===== src/rtl/obi_burst_bridge_if.sv =====
// rtl/obi_burst_bridge_if.sv - OBI request/response bus between the burst bridge and gr_heep_top
interface obi_burst_bridge_if #(
  parameter int pADDR_WIDTH = 32,
  parameter int pDATA_WIDTH = 32
);
  logic                     req;
  logic                     we;
  logic [pDATA_WIDTH/8-1:0] be;
  logic [pADDR_WIDTH-1:0]   addr;
  logic [pDATA_WIDTH-1:0]   wdata;
  logic                     gnt;
  logic                     rvalid;
  logic [pDATA_WIDTH-1:0]   rdata;

  modport master (output req, we, be, addr, wdata, input gnt, rvalid, rdata);
  modport slave  (input req, we, be, addr, wdata, output gnt, rvalid, rdata);
endinterface


===== src/rtl/obi_burst_bridge.sv =====
// rtl/obi_burst_bridge.sv - host command to OBI word-burst bridge with write/read FIFOs and credit-limited pipelining
module obi_burst_bridge #(
  parameter int pADDR_WIDTH = 32,
  parameter int pDATA_WIDTH = 32,
  parameter int pFIFO_DEPTH = 4,
  parameter int pMAX_OUTST  = 2,
  parameter int pLEN_WIDTH  = 8
) (
  input  logic                     clk,
  input  logic                     rst_n,
  input  logic                     set_addr_i,
  input  logic [pADDR_WIDTH-1:0]   set_addr_data_i,
  input  logic                     wr_valid_i,
  input  logic [pDATA_WIDTH-1:0]   wr_data_i,
  input  logic [pDATA_WIDTH/8-1:0] wr_be_i,
  output logic                     wr_ready_o,
  input  logic                     rd_req_i,
  input  logic [pLEN_WIDTH-1:0]    rd_len_i,
  output logic                     rd_valid_o,
  output logic [pDATA_WIDTH-1:0]   rd_data_o,
  input  logic                     rd_ready_i,
  output logic                     busy_o,
  output logic                     cmd_err_o,
  obi_burst_bridge_if.master       obi
);
  localparam int BE_W = pDATA_WIDTH / 8;
  localparam int PW   = $clog2(pFIFO_DEPTH);
  localparam int CW   = PW + 1;
  localparam logic [pADDR_WIDTH-1:0] STRIDE  = pADDR_WIDTH'(BE_W);
  localparam logic [CW-1:0]          DEPTH_C = CW'(pFIFO_DEPTH);
  localparam logic [CW-1:0]          MAX_C   = CW'(pMAX_OUTST);

  typedef enum logic [1:0] {S_IDLE, S_WRITE, S_READ, S_DRAIN} state_t;

  state_t                 state;
  logic                   rd_mode;
  logic [pADDR_WIDTH-1:0] ptr;
  logic [pLEN_WIDTH-1:0]  beats;
  logic [CW-1:0]          outst;
  logic                   cmd_err;
  logic                   req_q, we_q;
  logic [BE_W-1:0]        be_q;
  logic [pADDR_WIDTH-1:0] addr_q;
  logic [pDATA_WIDTH-1:0] wdata_q;

  logic [CW-1:0]          wf_wp, wf_rp, rf_wp, rf_rp;
  logic [pDATA_WIDTH-1:0] wf_data [pFIFO_DEPTH];
  logic [BE_W-1:0]        wf_be   [pFIFO_DEPTH];
  logic [pDATA_WIDTH-1:0] rf_data [pFIFO_DEPTH];

  logic [CW-1:0]          wf_count, rf_count, wf_count_next, rf_count_next, outst_next, wf_after_pop;
  logic                   txn, wr_push, wr_pop, rd_grant, rsp_ok, rf_push, rf_pop;
  logic                   set_ok, rd_start, cmd_drop, slot_free, write_can, read_can;
  logic [pADDR_WIDTH-1:0] ptr_base, ptr_next;
  logic [pLEN_WIDTH-1:0]  beats_next;
  logic [PW-1:0]          head_idx;
  logic [pDATA_WIDTH-1:0] head_data;
  logic [BE_W-1:0]        head_be;

  assign wf_count   = wf_wp - wf_rp;
  assign rf_count   = rf_wp - rf_rp;
  assign busy_o     = (state != S_IDLE) || (outst != '0) || (wf_count != '0);
  assign wr_ready_o = (wf_count != DEPTH_C) && !(state == S_READ || (state == S_DRAIN && rd_mode));
  assign rd_valid_o = (rf_count != '0);
  assign rd_data_o  = rd_valid_o ? rf_data[rf_rp[PW-1:0]] : '0;
  assign cmd_err_o  = cmd_err;

  assign obi.req   = req_q;
  assign obi.we    = we_q;
  assign obi.be    = be_q;
  assign obi.addr  = addr_q;
  assign obi.wdata = wdata_q;

  assign txn      = req_q && obi.gnt;
  assign wr_push  = wr_valid_i && wr_ready_o;
  assign wr_pop   = txn && we_q;
  assign rd_grant = txn && !we_q;
  assign rsp_ok   = obi.rvalid && (outst != '0);
  assign rf_push  = rsp_ok && rd_mode;
  assign rf_pop   = rd_ready_i && rd_valid_o;

  assign outst_next    = outst + CW'(txn) - CW'(rsp_ok);
  assign wf_count_next = wf_count + CW'(wr_push) - CW'(wr_pop);
  assign rf_count_next = rf_count + CW'(rf_push) - CW'(rf_pop);
  assign beats_next    = beats - pLEN_WIDTH'(rd_grant);

  assign set_ok   = set_addr_i && !busy_o;
  assign rd_start = rd_req_i && !busy_o && (rd_len_i != '0);
  assign cmd_drop = (set_addr_i || rd_req_i) && busy_o;
  assign ptr_base = set_ok ? (set_addr_data_i & ~(STRIDE - pADDR_WIDTH'(1))) : ptr;
  assign ptr_next = ptr_base + (txn ? STRIDE : '0);

  // Next write beat comes from the FIFO, or straight from the host when it is being pushed into an empty FIFO
  assign wf_after_pop = wf_count - CW'(wr_pop);
  assign head_idx     = wf_rp[PW-1:0] + PW'(wr_pop);
  assign head_data    = (wf_after_pop == '0) ? wr_data_i : wf_data[head_idx];
  assign head_be      = (wf_after_pop == '0) ? wr_be_i   : wf_be[head_idx];

  assign slot_free = !req_q || txn;
  assign write_can = (wf_count_next != '0) && (outst_next < MAX_C);
  // Reads in flight plus buffered reads never exceed the read FIFO, so rvalid can always be stored
  assign read_can  = (({1'b0, rf_count_next} + {1'b0, outst_next}) < {1'b0, DEPTH_C}) && (outst_next < MAX_C);

  always_ff @(posedge clk) begin
    if (wr_push) begin
      wf_data[wf_wp[PW-1:0]] <= wr_data_i;
      wf_be[wf_wp[PW-1:0]]   <= wr_be_i;
    end
    if (rf_push) rf_data[rf_wp[PW-1:0]] <= obi.rdata;
  end

  always_ff @(posedge clk or negedge rst_n) begin
    if (!rst_n) begin
      state   <= S_IDLE;
      rd_mode <= 1'b0;
      ptr     <= '0;
      beats   <= '0;
      outst   <= '0;
      cmd_err <= 1'b0;
      req_q   <= 1'b0;
      we_q    <= 1'b0;
      be_q    <= '0;
      addr_q  <= '0;
      wdata_q <= '0;
      wf_wp   <= '0;
      wf_rp   <= '0;
      rf_wp   <= '0;
      rf_rp   <= '0;
    end else begin
      ptr   <= ptr_next;
      outst <= outst_next;
      wf_wp <= wf_wp + CW'(wr_push);
      wf_rp <= wf_rp + CW'(wr_pop);
      rf_wp <= rf_wp + CW'(rf_push);
      rf_rp <= rf_rp + CW'(rf_pop);
      if (cmd_drop || (obi.rvalid && outst == '0)) cmd_err <= 1'b1;
      if (txn) req_q <= 1'b0;

      case (state)
        S_IDLE: begin
          if (rd_start) begin
            state   <= S_READ;
            rd_mode <= 1'b1;
            beats   <= rd_len_i;
            if (read_can) begin
              req_q   <= 1'b1;
              we_q    <= 1'b0;
              be_q    <= '1;
              addr_q  <= ptr_next;
              wdata_q <= '0;
            end
          end else if (wf_count_next != '0) begin
            state   <= S_WRITE;
            rd_mode <= 1'b0;
            if (write_can) begin
              req_q   <= 1'b1;
              we_q    <= 1'b1;
              be_q    <= head_be;
              addr_q  <= ptr_next;
              wdata_q <= head_data;
            end
          end
        end
        S_WRITE: begin
          if (slot_free) begin
            if (write_can) begin
              req_q   <= 1'b1;
              we_q    <= 1'b1;
              be_q    <= head_be;
              addr_q  <= ptr_next;
              wdata_q <= head_data;
            end else if (wf_count_next == '0) begin
              state <= S_DRAIN;
            end
          end
        end
        S_READ: begin
          beats <= beats_next;
          if (rd_grant && beats == pLEN_WIDTH'(1)) begin
            state <= S_DRAIN;
          end else if (slot_free && beats_next != '0 && read_can) begin
            req_q   <= 1'b1;
            we_q    <= 1'b0;
            be_q    <= '1;
            addr_q  <= ptr_next;
            wdata_q <= '0;
          end
        end
        S_DRAIN: begin
          if (outst_next == '0) state <= S_IDLE;
        end
        default: state <= S_IDLE;
      endcase
    end
  end
endmodule


===== src/flat_wrapper.sv =====
// flat-port wrapper written by rule: the top's interface ports become plain ports
module obi_burst_bridge_flat 
#(
  parameter int pADDR_WIDTH = 32,
  parameter int pDATA_WIDTH = 32,
  parameter int pFIFO_DEPTH = 4,
  parameter int pMAX_OUTST  = 2,
  parameter int pLEN_WIDTH  = 8
)
  (clk, rst_n, set_addr_i, set_addr_data_i, wr_valid_i, wr_data_i, wr_be_i, wr_ready_o, rd_req_i, rd_len_i, rd_valid_o, rd_data_o, rd_ready_i, busy_o, cmd_err_o, obi_req, obi_we, obi_be, obi_addr, obi_wdata, obi_gnt, obi_rvalid, obi_rdata);
  obi_burst_bridge_if #(.pADDR_WIDTH(pADDR_WIDTH), .pDATA_WIDTH(pDATA_WIDTH)) obi_i ();
  input  logic clk;
  input  logic rst_n;
  input  logic set_addr_i;
  input  logic [pADDR_WIDTH-1:0] set_addr_data_i;
  input  logic wr_valid_i;
  input  logic [pDATA_WIDTH-1:0] wr_data_i;
  input  logic [pDATA_WIDTH/8-1:0] wr_be_i;
  output logic wr_ready_o;
  input  logic rd_req_i;
  input  logic [pLEN_WIDTH-1:0] rd_len_i;
  output logic rd_valid_o;
  output logic [pDATA_WIDTH-1:0] rd_data_o;
  input  logic rd_ready_i;
  output logic busy_o;
  output logic cmd_err_o;
  output wire logic [$bits(obi_i.req)-1:0] obi_req;
  output wire logic [$bits(obi_i.we)-1:0] obi_we;
  output wire logic [$bits(obi_i.be)-1:0] obi_be;
  output wire logic [$bits(obi_i.addr)-1:0] obi_addr;
  output wire logic [$bits(obi_i.wdata)-1:0] obi_wdata;
  input wire logic [$bits(obi_i.gnt)-1:0] obi_gnt;
  input wire logic [$bits(obi_i.rvalid)-1:0] obi_rvalid;
  input wire logic [$bits(obi_i.rdata)-1:0] obi_rdata;
  assign obi_req = obi_i.req;
  assign obi_we = obi_i.we;
  assign obi_be = obi_i.be;
  assign obi_addr = obi_i.addr;
  assign obi_wdata = obi_i.wdata;
  assign obi_i.gnt = obi_gnt;
  assign obi_i.rvalid = obi_rvalid;
  assign obi_i.rdata = obi_rdata;
  obi_burst_bridge #(.pADDR_WIDTH(pADDR_WIDTH), .pDATA_WIDTH(pDATA_WIDTH), .pFIFO_DEPTH(pFIFO_DEPTH), .pMAX_OUTST(pMAX_OUTST), .pLEN_WIDTH(pLEN_WIDTH)) u_core (.clk(clk), .rst_n(rst_n), .set_addr_i(set_addr_i), .set_addr_data_i(set_addr_data_i), .wr_valid_i(wr_valid_i), .wr_data_i(wr_data_i), .wr_be_i(wr_be_i), .wr_ready_o(wr_ready_o), .rd_req_i(rd_req_i), .rd_len_i(rd_len_i), .rd_valid_o(rd_valid_o), .rd_data_o(rd_data_o), .rd_ready_i(rd_ready_i), .busy_o(busy_o), .cmd_err_o(cmd_err_o), .obi(obi_i));
endmodule

===== config.mk =====
export PLATFORM = sky130hd
export DESIGN_NAME = obi_burst_bridge_flat
export DESIGN_NICKNAME = d
export VERILOG_FILES = /design/src/rtl/obi_burst_bridge_if.sv /design/src/rtl/obi_burst_bridge.sv /design/src/flat_wrapper.sv
export SDC_FILE = /design/constraint.sdc
export NUM_CORES = 1
export LEC_CHECK = 0
export BUFFER_PORTS_ARGS = -buffer_cell sky130_fd_sc_hd__buf_4
export CAP_MARGIN = 20
export CORE_MARGIN = 4
export CORE_UTILIZATION = 51
export DETAILED_ROUTE_END_ITERATION = 16
export PLACE_DENSITY = 0.69
export SYNTH_ARGS = -nofsm -noshare
export SYNTH_HDL_FRONTEND = slang
export SYNTH_SLANG_ARGS = --single-unit

===== constraint.sdc =====
create_clock -name clk -period 5.7 [get_ports clk]
set_clock_uncertainty 0.15 [all_clocks]
set_input_delay 0.57 -clock clk [delete_from_list [all_inputs] [get_ports clk]]
set_output_delay 0.57 -clock clk [all_outputs]
set_load 0.005 [all_outputs]

==> metrics.md <==
| Metric | Value |
|---|---|
| Outcome | complete, no violations |
| Global Route Usage Sum | 19.89% |
| H-tree depth | 2 |
| Synth Flop Type | edfxtp_1 |
| Post-Syn Area | 17,180 um2 |
| DRC | 0 |
| Most frequent cells in the layout | 272 x edfxtp_1, 235 x buf_4, 128 x dfrtp_1, 68 x mux4_2, 64 x nor2_1 |
| WHS | 0.01088 ns |
| Synth warn | 0 |
| Leading cell type in the layout, fill and taps excluded | edfxtp_1 |
| Combinational Power Share | between 40% and 50% |
| Setup violators final | 0 |
| Sw frac | a little over a third |
| Critical Path Fanout Max | 16 |
| Core Region | between 30,000 and 40,000 um2 |
| Via count | approximately 10,000 |
| Most Frequent Cell on Critical Path | ha_1 |
| Slew Viols, Final | 0 |
| Port bufs | roughly 220 |
| Arr. time, crit path | around 5.6 ns |
| Starting Density | 52.28% |
| Routed Antenna Nets | 0 |
| Worst Slack Setup Final | roughly 0.37 ns |
| Post-Place Worst Slack | ~0.20 ns |
| Clock period minus worst slack | roughly 5.3 ns |
| Largest net degree at the start of global routing | 93 |
| Buf/Inv on CP | 1 |
| Startpoint Class | register |
| CP max-delay cell | or4_4 |
| Vias in the first global route | between 10,000 and 15,000 |
| Sum Neg Setup Slack | 0 ns |
| Crit path cell chain | inv_1 -> ha_1 -> fa_1 -> xor2_1 -> xnor2_1 -> nand3_1 -> nand3_1 -> o21ai_0 -> ha_1 -> fa_1 -> xor2_1 -> xnor2_1 -> ha_1 -> or3_1 -> a311oi_2 -> a31oi_1 -> or4_4 -> o21bai_4 -> a22o_2 |
| Final hold violations | 0 |
| Dpl hpwl | approximately 23,000 um |
| MaxCap Viol Count | 0 |
| CTS buffer count | 43 |
| Area grow syn2layout | 20.24% |
| Min-Delay Path Class | in -> async |
| Clk slew on worst S/H paths | roughly 0.050 ns |
| Post-Syn Nets | 1,245 |
| Clock latency on the worst-skew pair | 0.53 ns |
| I/O pin total | 222 |
| Fin nets | approximately 1,500 |
| Sink Count | 401 |
| First-pass GRT wire length | ~57,000 um |
| Period Utilization, post-route | 93.57% |
| Max IR drop VDD | 0.0005861 V |
| Routed length per instance | approximately 20 um |
| Worst reg2reg path depth | 19 |
| Yosys reg bits | about 400 |
| Drt first-iter violations | between 500 and 600 |
| Post-synth EDFFs | approximately 270 |
| Max-slew headroom | around 28% |
| PwrDens | slightly below 600 nW/um2 |
| Sequential power share | about a third |
| Internal | roughly 0.0078 W |
| NetSw | between 0.004 and 0.005 W |
| Dpl cell area | 19,350 um2 |
| Crit path capture type | register |
| FF-to-FF Start | u_core.rf_wp[0] |
| Peak Freq | about 0.19 GHz |
| Seq/Total Area, Yosys | about two thirds |
| Worst setup path start | u_core.rf_wp[0] |
| Crit Path Class | reg -> reg |
| RSZ-0062 raised after global routing | no |
| FFs w/ async S/R, synth | about a third |
| Cell area after layout | a little over 20,000 um2 |
| CTS Buffer Depth | 3 |
| Crit. path cell count | 19 |
| Crit-path leading delay family | adder cells |
| Die area | approximately 37,000 um2 |
| CTS tree | yes |
| GRT overflow | 0 |
| Drt pass-1 iters | 5 |
| Die W | 191.5 um |
| Share of cells above drive strength 1 | 30.08% |
| Worst-Margin Slew | around 1.1 ns |
| Cell variety after synth | 60 |
| Overall power | ~0.012 W |
| P_leak | 8.100 nW |
| Synth Instances | 1,098 |
| Syn Area/Cell | roughly 16 um2 |
| WL final | about 37,000 um |
| Via density | between 5 and 6 |
| Num rows | between 60 and 70 |
| Height of the die | about 190 um |
| Critical Path Max Stage Delay | approximately 0.60 ns |
| Root Driver | clkbuf_16 |
| GPL Wtd Cong | about 0.85 |
| CP Data Required Time | just under 6 ns |
| Antenna violations before repair | 2 |
| Clock power frac | 20.9% |
state kept, by name (all words and copies together), names as in the netlist:
register and cells:
u_core.wf_data 128, u_core.rf_wp 3, u_core.rf_rp 3, u_core.state 2, u_core.obi.wdata 32, u_core.outst 3
u_core.cmd_err_o 1, u_core.wf_rp 3, u_core.obi.req 1, u_core.rf_data 128, u_core.beats 8, u_core.obi.we 1
u_core.wf_be 16, u_core.rd_mode 1, u_core.obi.be 4, u_core.ptr 32, u_core.obi.addr 32, u_core.wf_wp 3
cell usage after synthesis (4+ instances only):
cell type / instances / area share, %
mux4_2: 68 / 8.9
a21oi_1: 27 / 0.79
buf_6: 7 / 0.46
a22o_1: 13 / 0.66
o21ai_0: 23 / 0.67
dfrtp_1: 129 / 19
xnor2_1: 24 / 1.2
inv_1: 29 / 0.63
a211oi_1: 32 / 1.4
nand4_1: 17 / 0.62
fa_1: 5 / 0.58
nor2b_1: 4 / 0.15
xor2_1: 35 / 1.8
ha_1: 26 / 1.9
nor3_1: 16 / 0.47
and4_1: 5 / 0.25
buf_1: 8 / 0.17
and3_1: 15 / 0.55
clkbuf_1: 32 / 0.70
nor2_1: 64 / 1.4
and2_1: 40 / 1.5
nand3_1: 28 / 0.82
a22o_2: 19 / 1.1
o22ai_1: 8 / 0.29
nand2_1: 48 / 1.0
mux2_2: 5 / 0.33
buf_2: 5 / 0.15
edfxtp_1: 272 / 48
mux2i_1: 47 / 2.7
or3_1: 5 / 0.18
final timing paths:
| path | slack, ns | end |
|---|---|---|
| max | 0.37 | u_core.obi.addr[27] |
| min | 0.01 | u_core.obi.wdata[25] |
| max reg2reg | 0.37 | u_core.obi.addr[27] |
| min reg2reg | 0.32 | u_core.cmd_err_o |
| max in group asynchronous | 4.35 | u_core.ptr[27] |
| min in group clk | 0.09 | u_core.rf_data[0][11] |
power by group through the flow:
stage	Clock (W)	Sequential (W)	Combinational, W
2_1_floorplan	0	0.00409	0.00380
3_3_place_gp	0	0.00413	0.00536
3_5_place_dp	0	0.00415	0.00544
4_1_cts	0.00260	0.00410	0.00546
5_1_grt	0.00273	0.00417	0.00606
6_report	0.00254	0.00410	0.00548
stage by stage:
step           instances  util (%)
5_1_grt             1806     62.86
6_report            1806     62.86
3_3_place_gp        1727     58.89
2_1_floorplan       1098         -
3_5_place_dp        1727     58.89
4_1_cts             1804     62.76
what timing repair did:
| action | 4_1_cts | 5_1_grt |
|---|---|---|
| endpoints found under the hold margin | 0 | 0 |
| setup buffers | 0 | 0 |
| hold buffers | 0 | 0 |
| endpoints found under the setup margin | 0 | 32 |
| resized for setup | 0 | 3 |
routing by layer:
metal / up-vias / GRT usage, % / routed length (um)
met5: - / 0 / 19
met4: 2 / 4.834 / 603
met3: 50 / 4.218 / 2094
met2: 245 / 33.27 / 18320
met1: 5076 / 27.04 / 15580
li1: 4681 / - / -
logic make-up after synthesis:
logic type	Yosys count	synth area share [%]
compound gates	144	6.095
xor+xnor	61	3.277
fa+ha+maj	31	2.476
buf+inv	81	2.112
flops	401	66.33
mux	120	11.98
simple gates	260	7.734
final cells by class:
type	instances	area, um2
Clock buffer	61	1164
Antenna cell	1	2.502
Timing Repair Buffer	239	1827
Sequential cell	401	11400
Multi-Input combinational cell	617	5498
Fill cell	2485	12210
Inverter	29	108.9
Clock inverter	16	110.1
Tap cell	442	553.0
(Power assumes the default switching activity.)
